File: src/rtl/pcsr_pkg.sv
// Shared constants and helpers for the PCSR overlap-add and column-collector stages.
// Both stages take COLS_PER_ROW from cols_per_row() so they agree on row length.
package pcsr_pkg;

    localparam int unsigned DEF_PIX_WIDTH       = 8;
    localparam int unsigned DEF_SIZE_OF_INPUT   = 5;
    localparam int unsigned DEF_SIZE_OF_FEATURE = 2;
    localparam int unsigned DEF_SIZE_OF_WEIGHT  = 5;
    localparam int unsigned DEF_STRIDE          = 2;
    localparam int unsigned DEF_ROWS_PER_FRAME  = 4;
    localparam int unsigned DEF_FIFO_DEPTH      = 8;

    // Framing markers that travel alongside each output column
    typedef struct packed {
        logic row_last;
        logic frame_last;
    } col_tag_t;

    // Output columns per row of a transposed convolution
    function automatic int unsigned cols_per_row(input int unsigned size_of_feature,
                                                 input int unsigned stride,
                                                 input int unsigned size_of_weight);
        return (size_of_feature - 1) * stride + size_of_weight;
    endfunction

endpackage

File: src/rtl/pcsr_sync_fifo.sv
// First-word-fall-through synchronous FIFO with registered fill count.
// The caller must not push when full unless it pops in the same cycle.
module pcsr_sync_fifo #(
    parameter int unsigned WIDTH = 40,
    parameter int unsigned DEPTH = 8
) (
    input  logic                       clk_i,
    input  logic                       rst_i,
    input  logic                       clear_i,
    input  logic                       push_i,
    input  logic                       pop_i,
    input  logic [WIDTH-1:0]           data_i,
    output logic [WIDTH-1:0]           data_o,
    output logic                       valid_o,
    output logic                       full_o,
    output logic [$clog2(DEPTH):0]     fill_o
);

    localparam int unsigned AW = $clog2(DEPTH);
    localparam int unsigned FW = AW + 1;

    logic [WIDTH-1:0] mem [DEPTH];
    logic [AW-1:0]    wr_ptr;
    logic [AW-1:0]    rd_ptr;
    logic [FW-1:0]    fill;

    // Pointers and occupancy; power-of-two depth lets the pointers wrap naturally
    always_ff @(posedge clk_i or negedge rst_i) begin
        if (!rst_i) begin
            wr_ptr <= '0;
            rd_ptr <= '0;
            fill   <= '0;
        end else if (clear_i) begin
            wr_ptr <= '0;
            rd_ptr <= '0;
            fill   <= '0;
        end else begin
            if (push_i) wr_ptr <= wr_ptr + AW'(1);
            if (pop_i)  rd_ptr <= rd_ptr + AW'(1);
            case ({push_i, pop_i})
                2'b10:   fill <= fill + FW'(1);
                2'b01:   fill <= fill - FW'(1);
                default: fill <= fill;
            endcase
        end
    end

    // Storage carries no reset; contents are only observed while occupied
    always_ff @(posedge clk_i) begin
        if (push_i && !clear_i) mem[wr_ptr] <= data_i;
    end

    assign data_o  = mem[rd_ptr];
    assign valid_o = (fill != '0);
    assign full_o  = (fill == FW'(DEPTH));
    assign fill_o  = fill;

endmodule

File: src/rtl/pcsr_column_collector.sv
// Buffers overlap-added output columns and re-emits them on valid/ready,
// tagged with row/frame end markers and a sticky drop flag.
module pcsr_column_collector
    import pcsr_pkg::*;
#(
    parameter int unsigned PIX_WIDTH       = DEF_PIX_WIDTH,
    parameter int unsigned SIZE_OF_INPUT   = DEF_SIZE_OF_INPUT,
    parameter int unsigned SIZE_OF_FEATURE = DEF_SIZE_OF_FEATURE,
    parameter int unsigned SIZE_OF_WEIGHT  = DEF_SIZE_OF_WEIGHT,
    parameter int unsigned STRIDE          = DEF_STRIDE,
    parameter int unsigned ROWS_PER_FRAME  = DEF_ROWS_PER_FRAME,
    parameter int unsigned FIFO_DEPTH      = DEF_FIFO_DEPTH
) (
    input  logic                                clk_i,
    input  logic                                rst_i,
    input  logic                                clear_i,
    input  logic                                valid_i,
    input  logic [SIZE_OF_INPUT*PIX_WIDTH-1:0]  buffer_i,
    input  logic                                ready_i,
    output logic                                valid_o,
    output logic [SIZE_OF_INPUT*PIX_WIDTH-1:0]  buffer_o,
    output logic                                row_last_o,
    output logic                                frame_last_o,
    output logic [$clog2(FIFO_DEPTH):0]         fill_o,
    output logic                                overflow_o
);

    localparam int unsigned COL_BITS     = SIZE_OF_INPUT * PIX_WIDTH;
    localparam int unsigned COLS_PER_ROW = cols_per_row(SIZE_OF_FEATURE, STRIDE, SIZE_OF_WEIGHT);
    localparam int unsigned CW = (COLS_PER_ROW   > 1) ? $clog2(COLS_PER_ROW)   : 1;
    localparam int unsigned RW = (ROWS_PER_FRAME > 1) ? $clog2(ROWS_PER_FRAME) : 1;

    logic                push_c;
    logic                pop_c;
    logic                fifo_valid;
    logic                fifo_full;
    logic [COL_BITS-1:0] fifo_data;
    logic [CW-1:0]       col_cnt;
    logic [RW-1:0]       row_cnt;
    logic                overflow;
    col_tag_t            tag_c;

    // A pop frees a slot in the same cycle, so a full FIFO still accepts then
    assign pop_c  = fifo_valid && ready_i;
    assign push_c = valid_i && (!fifo_full || pop_c);

    pcsr_sync_fifo #(
        .WIDTH (COL_BITS),
        .DEPTH (FIFO_DEPTH)
    ) u_fifo (
        .clk_i   (clk_i),
        .rst_i   (rst_i),
        .clear_i (clear_i),
        .push_i  (push_c),
        .pop_i   (pop_c),
        .data_i  (buffer_i),
        .data_o  (fifo_data),
        .valid_o (fifo_valid),
        .full_o  (fifo_full),
        .fill_o  (fill_o)
    );

    // Sticky drop flag
    always_ff @(posedge clk_i or negedge rst_i) begin
        if (!rst_i) begin
            overflow <= 1'b0;
        end else if (clear_i) begin
            overflow <= 1'b0;
        end else if (valid_i && !push_c) begin
            overflow <= 1'b1;
        end
    end

    // Framing counters advance only on accepted output columns
    always_ff @(posedge clk_i or negedge rst_i) begin
        if (!rst_i) begin
            col_cnt <= '0;
            row_cnt <= '0;
        end else if (clear_i) begin
            col_cnt <= '0;
            row_cnt <= '0;
        end else if (pop_c) begin
            if (col_cnt == CW'(COLS_PER_ROW - 1)) begin
                col_cnt <= '0;
                if (row_cnt == RW'(ROWS_PER_FRAME - 1)) row_cnt <= '0;
                else                                    row_cnt <= row_cnt + RW'(1);
            end else begin
                col_cnt <= col_cnt + CW'(1);
            end
        end
    end

    always_comb begin
        tag_c            = '0;
        tag_c.row_last   = fifo_valid && (col_cnt == CW'(COLS_PER_ROW - 1));
        tag_c.frame_last = tag_c.row_last && (row_cnt == RW'(ROWS_PER_FRAME - 1));
    end

    // Memory is not reset, so gate the head word to keep buffer_o at 0 when idle
    assign valid_o      = fifo_valid;
    assign buffer_o     = fifo_valid ? fifo_data : '0;
    assign row_last_o   = tag_c.row_last;
    assign frame_last_o = tag_c.frame_last;
    assign overflow_o   = overflow;

endmodule

File: config.mk
export PLATFORM = sky130hd
export DESIGN_NAME = pcsr_column_collector
export DESIGN_NICKNAME = d
export VERILOG_FILES = /design/src/rtl/pcsr_pkg.sv /design/src/rtl/pcsr_sync_fifo.sv /design/src/rtl/pcsr_column_collector.sv
export SDC_FILE = /design/constraint.sdc
export NUM_CORES = 1
export LEC_CHECK = 0
export CAP_MARGIN = 30
export CORE_ASPECT_RATIO = 0.7
export CORE_UTILIZATION = 28
export CTS_BUF_LIST = sky130_fd_sc_hd__clkbuf_8
export CTS_CLUSTER_SIZE = 40
export DETAILED_ROUTE_END_ITERATION = 6
export PLACE_DENSITY = 0.45
export SLEW_MARGIN = 20
export SYNTH_ARGS = -nofsm -noshare
export SYNTH_HDL_FRONTEND = slang
export SYNTH_HIERARCHICAL = 1
export SYNTH_SLANG_ARGS = --single-unit
export TNS_END_PERCENT = 100
File: constraint.sdc
create_clock -name clk_i -period 5.9 [get_ports clk_i]
set_input_delay 1.18 -clock clk_i [delete_from_list [all_inputs] [get_ports clk_i]]
set_output_delay 1.18 -clock clk_i [all_outputs]
set_load 0.1 [all_outputs]
# == After elaboration in Yosys (flattened, before gate mapping) ==
# Memory sizes are Yosys's and may differ from the RTL's.
# Index checks and enable logic that the tools add are counted.
# classes
n_addsub,6
mul,0
n_div,0
order_cmp,0
n_eq_ne,5
shifts,0
muxes,18
n_bitwise,0
n_reduce_logical,17
# ops
operator,count
$mux W40,1
$mux W3,7
$add A3 B1 Y3 const B,3
$mux W2,4
$pmux W4 S2,1
$reduce_bool A2 Y1,4
$logic_and A1 B1 Y1,6
$add A4 B1 Y4 const B,1
$eq A2 B2 Y1 const B,2
$eq A4 B4 Y1 const B,1
$mux W1,4
$mux W4,1
$reduce_bool A4 Y1,1
$sub A4 B1 Y4 const B,1
$eq A3 B3 Y1 const B,1
$logic_not A1 Y1,3
$reduce_bool A3 Y1,1
$add A2 B1 Y2 const B,1
$eq A2 B1 Y1 const B,1
$reduce_and A2 Y1,1
$logic_or A1 B1 Y1,1
# word_totals
register_bits,16
latch_bits,0
ramBits,320
rom_bits,0
output_inout_bits,48
elab_cells,53
n_memories,1
# mem_list
name,words,word_bits,read_ports,rd_clocked_by_memory_dff,wr,line_no,text
u_fifo.mem,8,40,1,0,1,pcsr_sync_fifo.sv:22,logic [WIDTH-1:0] mem [DEPTH];

# == Logic depth before layout (Yosys ltp) ==
# logic_depth
ltp_word,8
depth_mapped,11

# == By module ==
# The synthesis kept the hierarchy.
# by_module_without_submodules
mod,instances,cells_per_inst,area_per_inst_um2,seq_area_each_um2
pcsr_sync_fifo,1,540,12983.7,9859.5
pcsr_column_collector,1,78,591.8,150.1

# == Worst setup path after synthesis ==
# OpenSTA, ideal clock, no wires.
# synth_path
kind,register to register
from,"register u_fifo.fill[1], in the netlist u_fifo/fill_o[1]"
to,"memory u_fifo.mem[0][0], enable pin"
arrival_time_ns,6.973
t_required_ns,5.363
setup_slack_ns,-1.610
stages_incl_launch_ff,8
path_cell_list,dfrtp_1 > clkbuf_1 > or4_1 > nand2_1 > a21boi_0 > buf_2 > nand2b_1 > nor4_1
# synth_via
elab_chain_cells,7
word_cells_on_any_way,9
# synth_rtl
element,line_no,text
start: declaration,pcsr_sync_fifo.sv:25,logic [FW-1:0] fill;
start signal: assignment,pcsr_sync_fifo.sv:41,2'b10: fill <= fill + FW'(1);
start signal: assignment,pcsr_sync_fifo.sv:42,2'b01: fill <= fill - FW'(1);
start signal: assignment,pcsr_sync_fifo.sv:43,default: fill <= fill;
$reduce_bool A4 Y1,pcsr_sync_fifo.sv:54,assign valid_o = (fill != '0);
net valid_o,pcsr_column_collector.sv:20,"output logic valid_o,"
$logic_and A1 B1 Y1,pcsr_column_collector.sv:44,assign pop_c = fifo_valid && ready_i;
$logic_or A1 B1 Y1,pcsr_column_collector.sv:45,assign push_c = valid_i && (!fifo_full || pop_c);
$logic_and A1 B1 Y1,pcsr_column_collector.sv:45,
net push_c,pcsr_column_collector.sv:33,logic push_c;
$logic_and A1 B1 Y1,pcsr_sync_fifo.sv:50,if (push_i && !clear_i) mem[wr_ptr] <= data_i;
$mux W1,pcsr_sync_fifo.sv:50,
$mux W1 (implied by the code),pcsr_sync_fifo.sv:50,
end: declaration,pcsr_sync_fifo.sv:22,
# The timed path passes the listed nets, and every way through them passes these cells.

# == Final worst setup path ==
# layout_path
from,register u_fifo.rd_ptr[0]
to,output buffer_o[34]
# layout_via
elab_chain_cells,2
# layout_rtl
element,line_no,text
start: declaration,pcsr_sync_fifo.sv:24,logic [AW-1:0] rd_ptr;
start signal: assignment,pcsr_sync_fifo.sv:39,if (pop_i) rd_ptr <= rd_ptr + AW'(1);
$mem_v2 Z8 W40,--,
net fifo_data[34],pcsr_column_collector.sv:37,logic [COL_BITS-1:0] fifo_data;
$mux W40,pcsr_column_collector.sv:101,assign buffer_o = fifo_valid ? fifo_data : '0;
end: declaration,pcsr_column_collector.sv:21,"output logic [SIZE_OF_INPUT*PIX_WIDTH-1:0] buffer_o,"
# The timed path passes the listed nets, and every way through them passes these cells.

==> results_dict.tcl <==
set metrics [dict create \
    drive_above_1_share_pct 17.1 \
    gr-usage-all-layers_pct 12.2 \
    synth_nets 668 \
    p_per_area_nw_per_um2 486 \
    critPathArrivalTime_ps 3980 \
    leakage_nw 5.27 \
    dr.pass1.iters 4 \
    die_area_um2 49400 \
    initialDrtViolationCount 419 \
    n_fill_cell 4490 \
    grt_pass1_vias 7050 \
    final-hold-violation-count 0 \
    htreeDepth 2 \
    ff2ff_setup_slack_ps 2710 \
    async_reset_ff_share_pct 4.76 \
    whs_path_depth 2 \
    port_buffers 92 \
    synth_top_area_share_pct 70.8 \
    cp_slowest_cell "clkdlybuf4s50_1" \
    core_um2 47900 \
    drc_errors 0 \
    yosys.area.top_type "edfxtp_1" \
    layout_min_cycle_time_ps 5160 \
    clk_pin_slew_ps 60 \
    cts_tree "built" \
    start_kind "register" \
    cts_buffer_depth 3 \
    start_util_pct 28.4 \
    dieWidth_um 265 \
    tightest_slew_ps 996 \
    drt_wl_total_um 29900 \
    required_ps 4720 \
    cp-end-kind "primary output" \
    drv_slew 0 \
    finalSetupTns_ps 0 \
    synth_cell_types 42 \
    fin_nets 801 \
    ys_seq_area_share_pct 73.7 \
    reg2reg_depth 9 \
    synth_area_leaders "edfxtp_1, mux4_1, mux2_2, dfrtp_1, and2_1" \
    setup_viol 0 \
    cts_sinks 336 \
    boundaryPins 93 \
    cts_resized 0 \
    worstReg2RegStart "u_fifo/fill_o[0]" \
    vias 6383 \
    holdCritStartpoint "overflow_o" \
    synth_edf_count 320 \
    place_congestion 0.677 \
    grt_pass1_wl_um 44000 \
    drtAntennaViolNets 0 \
    antenna_found_initial 2 \
    period_share_pct 87.4 \
    post_cts_buffers 0 \
    whs_ps 509 \
    rr_endpoint "u_fifo/fill_o[3]" \
    synthCells 618 \
    syn2layout_area_growth_pct 20.0 \
    numCtsBuffers 54 \
    cp_cell_sequence "buf_4 > mux4_1 > mux2_2 > and2_1 > clkdlybuf4s50_1" \
    grt-ovfl-total 0 \
    status "finished, final reports clean" \
    max_cap_violations 0 \
    final_area_um2 16300 \
    routed_via_density 4.42 \
    yosysWarnings 6 \
    yosys_register_bits 336 \
    hold_buffers 0 \
    critPathMaxFanout 47 \
    hold_class "reg -> reg" \
    post_dp_cell_area_um2 15400 \
    fin_skew_ps 6.97 \
    peakVddDrop_uv 454 \
    synthFlopType "edfxtp_1" \
    critical_path_class "reg -> out" \
    dp_hpwl_um 15800 \
    syn_area_um2 13600 \
    whs_endpoint "overflow_o" \
    timing.slew.headroom_pct 33.4 \
    rows 67 \
    post_drt_wl_per_cell_um 20.7 \
    p_total_w 0.00791 \
    grt_start_max_net_pins 51 \
    syn_avg_cell_area_um2 22.0 \
    clock_latency_ps 590 \
    fmax_mhz 194 \
    cts_root_buf "clkbuf_8" \
    slowest_delay_ps 960 \
    utilization_pct 34.0 \
    grt_setup_unrepaired "no" \
    fp.dieH_um 186 \
]
==> layout make-up <==
cell class | count | area (um^2) | area share (%)
clock buffers | 54 | 743 | 4.56
flip-flops and latches | 336 | 10000 | 61.5
inverters | 4 | 15.0 | 0.0922
clock inverters | 40 | 166 | 1.02
diodes | 1 | 2.50 | 0.0154
multi-input cells | 245 | 3420 | 21.0
repair buffers | 110 | 1100 | 6.73
well taps | 655 | 820 | 5.03
==> metrics by stage <==
stage / worst slack, ps / cells
6_report: 744 / 1445
5_1_grt: 540 / 1445
4_1_cts: 634 / 1444
3_5_place_dp: 1300 / 1350
3_3_place_gp: 1300 / 1348
2_1_floorplan: 80.2 / 618
==> state kept, by name (all words and copies together) (netlist names) <==
| register | flops |
|---|---|
| u_fifo/rd_ptr | 3 |
| col_cnt | 3 |
| u_fifo/wr_ptr | 3 |
| u_fifo/fill_o | 4 |
| row_cnt | 2 |
| u_fifo/mem | 320 |
| overflow_o | 1 |
==> synth_stat cells, types with 3 or more instances <==
master,count
dfrtp_1,16
ha_1,5
a21oi_1,5
mux4_1,79
nor4_1,3
inv_1,4
buf_2,4
and2_1,41
buf_6,10
mux2i_1,3
mux2_2,40
clkbuf_1,19
xor2_1,4
nor3_1,3
edfxtp_1,320
nor2_1,21
nand2_1,8
==> cell usage in the layout (no fill, tap or decap), drive strengths merged, types with 2 or more instances in the layout <==
| cell type | n |
|---|---|
| nor2b | 2 |
| or3b | 2 |
| nand3b | 2 |
| dfrtp | 16 |
| nor3 | 3 |
| and2 | 42 |
| edfxtp | 320 |
| xnor2 | 2 |
| mux2 | 40 |
| inv | 26 |
| nand3 | 2 |
| nand2b | 2 |
| nor4 | 3 |
| a21oi | 5 |
| ha | 5 |
| o21ai | 2 |
| clkdlybuf4s50 | 92 |
| buf | 18 |
| clkbuf | 54 |
| nand2 | 8 |
| clkinv | 16 |
| clkinvlp | 2 |
| a21boi | 2 |
| mux4 | 80 |
| xor2 | 4 |
| mux2i | 3 |
| a31o | 2 |
| nor2 | 21 |
==> report_power, final <==
group          internal (W)  switching (W)
clock              0.000845       0.000865
combinational       0.00104        0.00230
sequential          0.00271       0.000147
total               0.00459        0.00331
==> worst max-delay path, delay by kind of cell, from the launching register on <==
kind	cells	cell delay, ps
flip-flops	1	940
AND/OR/NAND/NOR	1	150
multiplexers	2	900
buffers and inverters	2	1360
==> how the worst max path moves through the flow <==
| stage | start | endpoint |
|---|---|---|
| floorplan | u_fifo/fill_o[1] | u_fifo/mem[0][0] |
| global placement | u_fifo/rd_ptr[0] | buffer_o[37] |
| detailed placement | u_fifo/rd_ptr[0] | buffer_o[34] |
| CTS | u_fifo/rd_ptr[0] | buffer_o[34] |
| global route | u_fifo/rd_ptr[0] | buffer_o[33] |
| finish | u_fifo/rd_ptr[0] | buffer_o[34] |
==> cell families after synthesis <==
family / synth area share, %
compound gates: 1.03
xor+xnor: 0.387
fa+ha+maj: 0.461
buf+inv: 1.61
flops: 73.7
mux: 19.0
simple gates: 3.78
==> per-layer routing <==
metal	track usage, %	up-vias	wire, um
met1	14.9	3322	13000
met3	2.75	56	1110
li1	-	2885	-
met2	21.7	120	15100
met4	3.72	0	654
met5	0	-	0
Note: power is estimated with default switching activity, not from simulation.
